[config.mk]
export PLATFORM = sky130hd
export DESIGN_NAME = deserializer_sipo_flat
export DESIGN_NICKNAME = d
export VERILOG_FILES = /design/src/rtl/transceiver_pkg.sv /design/src/rtl/deserializer_sipo_if.sv /design/src/rtl/sipo_out_buf.sv /design/src/rtl/deserializer_sipo.sv /design/src/flat_wrapper.sv
export SDC_FILE = /design/constraint.sdc
export NUM_CORES = 1
export LEC_CHECK = 0
export CAP_MARGIN = 20
export CELL_PAD_IN_SITES_DETAIL_PLACEMENT = 2
export CELL_PAD_IN_SITES_GLOBAL_PLACEMENT = 2
export CORE_ASPECT_RATIO = 0.9
export CORE_UTILIZATION = 28
export DETAILED_ROUTE_END_ITERATION = 6
export GPL_TIMING_DRIVEN = 0
export PLACE_DENSITY = 0.83
export SLEW_MARGIN = 40
export SYNTH_ARGS = -nofsm -noshare
export SYNTH_HDL_FRONTEND = slang
export SYNTH_HIERARCHICAL = 1
export SYNTH_SLANG_ARGS = --single-unit
[constraint.sdc]
create_clock -name clk -period 1.4 [get_ports clk]
set_clock_uncertainty 0.15 [all_clocks]
set_input_delay 0.21 -clock clk [delete_from_list [all_inputs] [get_ports clk]]
set_output_delay 0.21 -clock clk [all_outputs]
set_load 0.01 [all_outputs]
[src/rtl/transceiver_pkg.sv]
// Shared constants for the serializer/deserializer pair: default width, bit order and counter sizing.
package transceiver_pkg;

  localparam int unsigned DEFAULT_DATA_WIDTH = 8;
  localparam bit MSB_FIRST_C = 1'b1;
  localparam bit LSB_FIRST_C = 1'b0;

  // Bit-counter width for a word of w bits; never narrower than one bit.
  function automatic int unsigned cnt_w(input int unsigned w);
    return (w <= 2) ? 1 : $clog2(w);
  endfunction

endpackage

[src/rtl/deserializer_sipo_if.sv]
// Serial-in / parallel-out bus: serial strobes plus the valid/ready word output.
interface deserializer_sipo_if
  import transceiver_pkg::*;
#(
  parameter int unsigned DATA_WIDTH = DEFAULT_DATA_WIDTH
);
  logic                  shift;
  logic                  srl_in;
  logic                  sync;
  logic                  ready;
  logic [DATA_WIDTH-1:0] data_out;
  logic                  valid;
  logic                  busy;
  logic                  overrun;

  modport master (
    input  shift, srl_in, sync, ready,
    output data_out, valid, busy, overrun
  );

  modport slave (
    output shift, srl_in, sync, ready,
    input  data_out, valid, busy, overrun
  );
endinterface

[src/rtl/sipo_out_buf.sv]
// One-entry valid/ready holding register; flags a completed word that finds the buffer still full.
module sipo_out_buf #(
  parameter int unsigned DATA_WIDTH = 8
) (
  input  logic                  clk,
  input  logic                  rst,
  input  logic                  complete,
  input  logic [DATA_WIDTH-1:0] word,
  input  logic                  ready,
  output logic [DATA_WIDTH-1:0] data_out,
  output logic                  valid,
  output logic                  overrun
);

  typedef enum logic {EMPTY = 1'b0, FULL = 1'b1} buf_state_e;

  buf_state_e            state_q, state_d;
  logic [DATA_WIDTH-1:0] data_q, data_d;
  logic                  overrun_q, overrun_d;

  always_comb begin
    state_d   = state_q;
    data_d    = data_q;
    overrun_d = 1'b0;
    case (state_q)
      EMPTY: begin
        if (complete) begin
          data_d  = word;
          state_d = FULL;
        end
      end
      FULL: begin
        if (ready) begin
          if (complete) data_d = word;
          else          state_d = EMPTY;
        end else if (complete) begin
          overrun_d = 1'b1;
        end
      end
      default: state_d = EMPTY;
    endcase
  end

  always_ff @(posedge clk) begin
    if (rst) begin
      state_q   <= EMPTY;
      data_q    <= '0;
      overrun_q <= 1'b0;
    end else begin
      state_q   <= state_d;
      data_q    <= data_d;
      overrun_q <= overrun_d;
    end
  end

  assign data_out = data_q;
  assign valid    = (state_q == FULL);
  assign overrun  = overrun_q;

endmodule

[src/rtl/deserializer_sipo.sv]
// SIPO deserializer: shifts srl_in on each strobe, aligns on sync, hands full words to sipo_out_buf.
module deserializer_sipo
  import transceiver_pkg::*;
#(
  parameter int unsigned DATA_WIDTH = DEFAULT_DATA_WIDTH,
  parameter bit          MSB_FIRST  = MSB_FIRST_C
) (
  input  logic                clk,
  input  logic                rst,
  deserializer_sipo_if.master bus
);

  localparam int unsigned CNT_W = cnt_w(DATA_WIDTH);
  localparam logic [CNT_W-1:0] CNT_LAST = CNT_W'(DATA_WIDTH - 1);

  logic [DATA_WIDTH-1:0] shreg_q, shreg_d;
  logic [DATA_WIDTH-1:0] shifted_c;
  logic [CNT_W-1:0]      cnt_q, cnt_d;
  logic                  busy_q, busy_d;
  logic                  complete_c;
  logic [DATA_WIDTH-1:0] data_out_w;
  logic                  valid_w;
  logic                  overrun_w;

  always_comb begin
    if (MSB_FIRST) shifted_c = {shreg_q[DATA_WIDTH-2:0], bus.srl_in};
    else           shifted_c = {bus.srl_in, shreg_q[DATA_WIDTH-1:1]};

    complete_c = bus.shift && !bus.sync && (cnt_q == CNT_LAST);
    shreg_d    = shreg_q;
    cnt_d      = cnt_q;

    // A sync strobe restarts the word; with shift it also carries bit 0 of the new word.
    if (bus.sync) begin
      if (bus.shift) begin
        cnt_d = CNT_W'(1);
        if (MSB_FIRST) shreg_d = {{(DATA_WIDTH-1){1'b0}}, bus.srl_in};
        else           shreg_d = {bus.srl_in, {(DATA_WIDTH-1){1'b0}}};
      end else begin
        cnt_d   = '0;
        shreg_d = '0;
      end
    end else if (bus.shift) begin
      shreg_d = shifted_c;
      cnt_d   = (cnt_q == CNT_LAST) ? '0 : cnt_q + CNT_W'(1);
    end

    busy_d = (cnt_d != '0);
  end

  always_ff @(posedge clk) begin
    if (rst) begin
      shreg_q <= '0;
      cnt_q   <= '0;
      busy_q  <= 1'b0;
    end else begin
      shreg_q <= shreg_d;
      cnt_q   <= cnt_d;
      busy_q  <= busy_d;
    end
  end

  sipo_out_buf #(
    .DATA_WIDTH (DATA_WIDTH)
  ) u_out_buf (
    .clk      (clk),
    .rst      (rst),
    .complete (complete_c),
    .word     (shifted_c),
    .ready    (bus.ready),
    .data_out (data_out_w),
    .valid    (valid_w),
    .overrun  (overrun_w)
  );

  assign bus.data_out = data_out_w;
  assign bus.valid    = valid_w;
  assign bus.overrun  = overrun_w;
  assign bus.busy     = busy_q;

endmodule
[src/flat_wrapper.sv]
// flat-port wrapper written by rule: the top's interface ports become plain ports
module deserializer_sipo_flat import transceiver_pkg::*;
#(
  parameter int unsigned DATA_WIDTH = DEFAULT_DATA_WIDTH,
  parameter bit          MSB_FIRST  = MSB_FIRST_C
)
  (clk, rst, bus_shift, bus_srl_in, bus_sync, bus_ready, bus_data_out, bus_valid, bus_busy, bus_overrun);
  deserializer_sipo_if #(.DATA_WIDTH(DATA_WIDTH)) bus_i ();
  input  logic clk;
  input  logic rst;
  input wire logic [$bits(bus_i.shift)-1:0] bus_shift;
  input wire logic [$bits(bus_i.srl_in)-1:0] bus_srl_in;
  input wire logic [$bits(bus_i.sync)-1:0] bus_sync;
  input wire logic [$bits(bus_i.ready)-1:0] bus_ready;
  output wire logic [$bits(bus_i.data_out)-1:0] bus_data_out;
  output wire logic [$bits(bus_i.valid)-1:0] bus_valid;
  output wire logic [$bits(bus_i.busy)-1:0] bus_busy;
  output wire logic [$bits(bus_i.overrun)-1:0] bus_overrun;
  assign bus_i.shift = bus_shift;
  assign bus_i.srl_in = bus_srl_in;
  assign bus_i.sync = bus_sync;
  assign bus_i.ready = bus_ready;
  assign bus_data_out = bus_i.data_out;
  assign bus_valid = bus_i.valid;
  assign bus_busy = bus_i.busy;
  assign bus_overrun = bus_i.overrun;
  deserializer_sipo #(.DATA_WIDTH(DATA_WIDTH), .MSB_FIRST(MSB_FIRST)) u_core (.clk(clk), .rst(rst), .bus(bus_i));
endmodule
==> metrics.txt <==
status complete, but fails checks; failing checks negative setup slack; leakage power roughly 0.00048 uW; CTS tree yes; Min-Delay Path Class input port to flop; syn_nets a little over 90; Num CTS Buffers 3; core area 2860 um^2; clock-pin slew on the worst setup and hold paths around 0.11 ns; design area around 1200 um^2; first-pass detailed-route iteration total 2; post-synthesis cell type count 18; Setup violations, final 10; largest net degree at the start of global routing 14; Reg area 427 um^2; slowest cell delay on critical path between 0.3 and 0.4 ns; WL/cell about 13 um; vias in the first global route 682; relative slew slack roughly three quarters; Final Max Slew Viols 0; synthesized instance count 84; fin crit share 114%; HPWL after DPL roughly 1400 um; 1st-iter DRT viols 8; # H-tree levels 1; Antenna diodes 0; unrepaired setup endpoints after global routing yes; RD Place Congestion a little over 0.6; R2R Setup Slk -0.20 ns; Yosys reg bits 21; layout cells sized above 1 a little under a fifth; commonest non-fill, non-tap cell in the layout dfxtp_1; Cell Rows 18; Clk Tree Root Cell clkbuf_4; fill count about 340; minimum clock period 1.60 ns; critical path, cell by cell ha_4 > ha_4 > nand2_4 > nor2_4 > a21boi_4 > buf_8 > mux2i_2; VDD IR-drop max roughly 0.43 mV; Mapped Avg Cell Area 10.4 um^2; crit-path max FO 8; multi-input combinational cell area about 470 um^2; max cap viols 0; CTS max path bufs 2; highest clock rate about 620 MHz; Routed WL around 1900 um; critical path's slowest cell dfxtp_2; Setup TNS -1.48 ns; global route overflow 0; WS Path Type flop to flop; Final WS setup -0.201 ns; Mapped Area between 800 and 900 um^2; Starting Density between 30% and 40%; Cell Area, Placed 1110 um^2; Die Wd about 61 um; cell mode on critical path ha_4; post-synthesis sequential area ratio a little under half; Critical Path AT approximately 1.7 ns; Vert. Die Dim about 55 um; Layout area overhead 34.4%; via/cell ratio ~4.5; number of top-level pins 17; fin nets about 120; worst-margin pin slew 0.377 ns; number of routed nets with antenna violations 0; Clock Latency Late Sink between 0.3 and 0.4 ns; first-pass GRT wire length between 3000 and 4000 um; DRC 0; total track usage 14.0%; CP Launch Type flop; Die ar. around 3400 um^2; initial antenna violation count 0; CP Capture Type flop; Hold Vio Cnt, Final 0; Synth warnings 6; Pwr per Cell Area 836 nW/um^2; Clock Sinks 21; input/output buffers 16; DR vias 650; Required @ worst endpoint ~1.5 ns; most frequent cells in the layout dfxtp_1, nand2b_1, mux2i_1, dlygate4sd2_1, nor2_1
## kinds of logic after synthesis
kind of cell             after synthesis  synth area share, %
adder cells (fa/ha/maj)                2                 2.85
AO/OA/AOI/OAI                          7                 5.28
buffers and inverters                  5                 4.42
flip-flops                            21                 47.9
multiplexers                          16                 18.3
AND/OR/NAND/NOR                       33                 21.3
## per-layer routing
| metal | GRT usage, % | share of wire [%] | up-vias |
|---|---|---|---|
| li1 | - | - | 323 |
| met1 | 14.3 | 43 | 308 |
| met2 | 24.0 | 49 | 15 |
| met3 | 5.81 | 5.1 | 4 |
| met4 | 9.09 | 2.2 | 0 |
| met5 | 0 | 0 | - |
## power breakdown
group / total [uW] / internal (uW) / switching [uW]
sequential: 609 / 604 / 5.13
combinational: 78.9 / 40.9 / 38.0
clock: 298 / 111 / 186
## final timing paths
check	startpoint	to	cells after the start
hold reg to reg	u_core/u_out_buf/data_out[0]$_SDFFE_PP0P_	u_core/u_out_buf/data_out[0]$_SDFFE_PP0P_	2
setup reg to reg	u_core/cnt_q[1]$_SDFF_PP0_	u_core/u_out_buf/data_out[6]$_SDFFE_PP0P_	7
hold / removal	bus_shift	u_core/cnt_q[1]$_SDFF_PP0_	3
setup / recovery	u_core/cnt_q[1]$_SDFF_PP0_	u_core/u_out_buf/data_out[6]$_SDFFE_PP0P_	7
## timing repair
| item | in CTS | in global routing |
|---|---|---|
| buffers inserted | 1 | 1 |
| hold buffers | 0 | 0 |
| setup endpoints to repair | 21 | 11 |
| gates cloned | 0 | 0 |
| resized for setup | 16 | 7 |
| pin swaps | 2 | 3 |
## layout make-up
type | count | area share (%)
Buffer | 4 | 3.61
Clock buffer | 4 | 2.23
Inverter | 1 | 0.318
Multi-Input combinational cell | 58 | 39.8
Sequential cell | 21 | 36.2
Tap cell | 40 | 4.25
Timing Repair Buffer | 18 | 13.6
## synth_stat cells
| cell type | count | area (um^2) |
|---|---|---|
| nand2b_1 | 16 | 100 |
| nor2_1 | 12 | 45.0 |
| o21bai_1 | 1 | 7.51 |
| nor4bb_2 | 1 | 16.3 |
| buf_2 | 1 | 5.00 |
| a21o_1 | 1 | 7.51 |
| o21ai_0 | 1 | 5.00 |
| ha_1 | 2 | 25.0 |
| nand2_1 | 1 | 3.75 |
| a21boi_2 | 1 | 11.3 |
| a21oi_1 | 3 | 15.0 |
| or2_1 | 1 | 6.26 |
| inv_2 | 1 | 3.75 |
| mux2i_1 | 16 | 160 |
| dfxtp_1 | 21 | 420 |
| buf_6 | 2 | 22.5 |
| nor3b_1 | 2 | 15.0 |
| buf_4 | 1 | 7.51 |
## registers in the layout (all words and copies together), names as in the netlist
register	cells
u_core/u_out_buf/valid	1
u_core/cnt_q	3
u_core/u_out_buf/data_out	8
u_core/shreg_q	7
u_core/bus.busy	1
u_core/u_out_buf/overrun	1
## stage by stage
step / hold WS, ns / total power [uW] / cells / utilization, % / worst slack, ns
global placement: 0.310 / 699 / 140 / 39.0 / -0.595
detailed placement: 0.325 / 703 / 140 / 39.0 / -0.686
CTS: 0.285 / 1000 / 145 / 40.0 / -0.229
global route: 0.314 / 1030 / 146 / 41.2 / -0.289
floorplan: 0.125 / 665 / 84 / - / -0.0554
finish: 0.291 / 985 / 146 / 41.2 / -0.201
## critical path, delay by kind of cell (launching register included)
| family | cells | cell delay (ns) |
|---|---|---|
| flops | 1 | 0.38 |
| fa+ha+maj | 2 | 0.28 |
| mux | 1 | 0.22 |
| compound gates | 1 | 0.19 |
| simple gates | 2 | 0.16 |
| buf+inv | 1 | 0.16 |
Note: power is estimated with default switching activity, not from simulation.
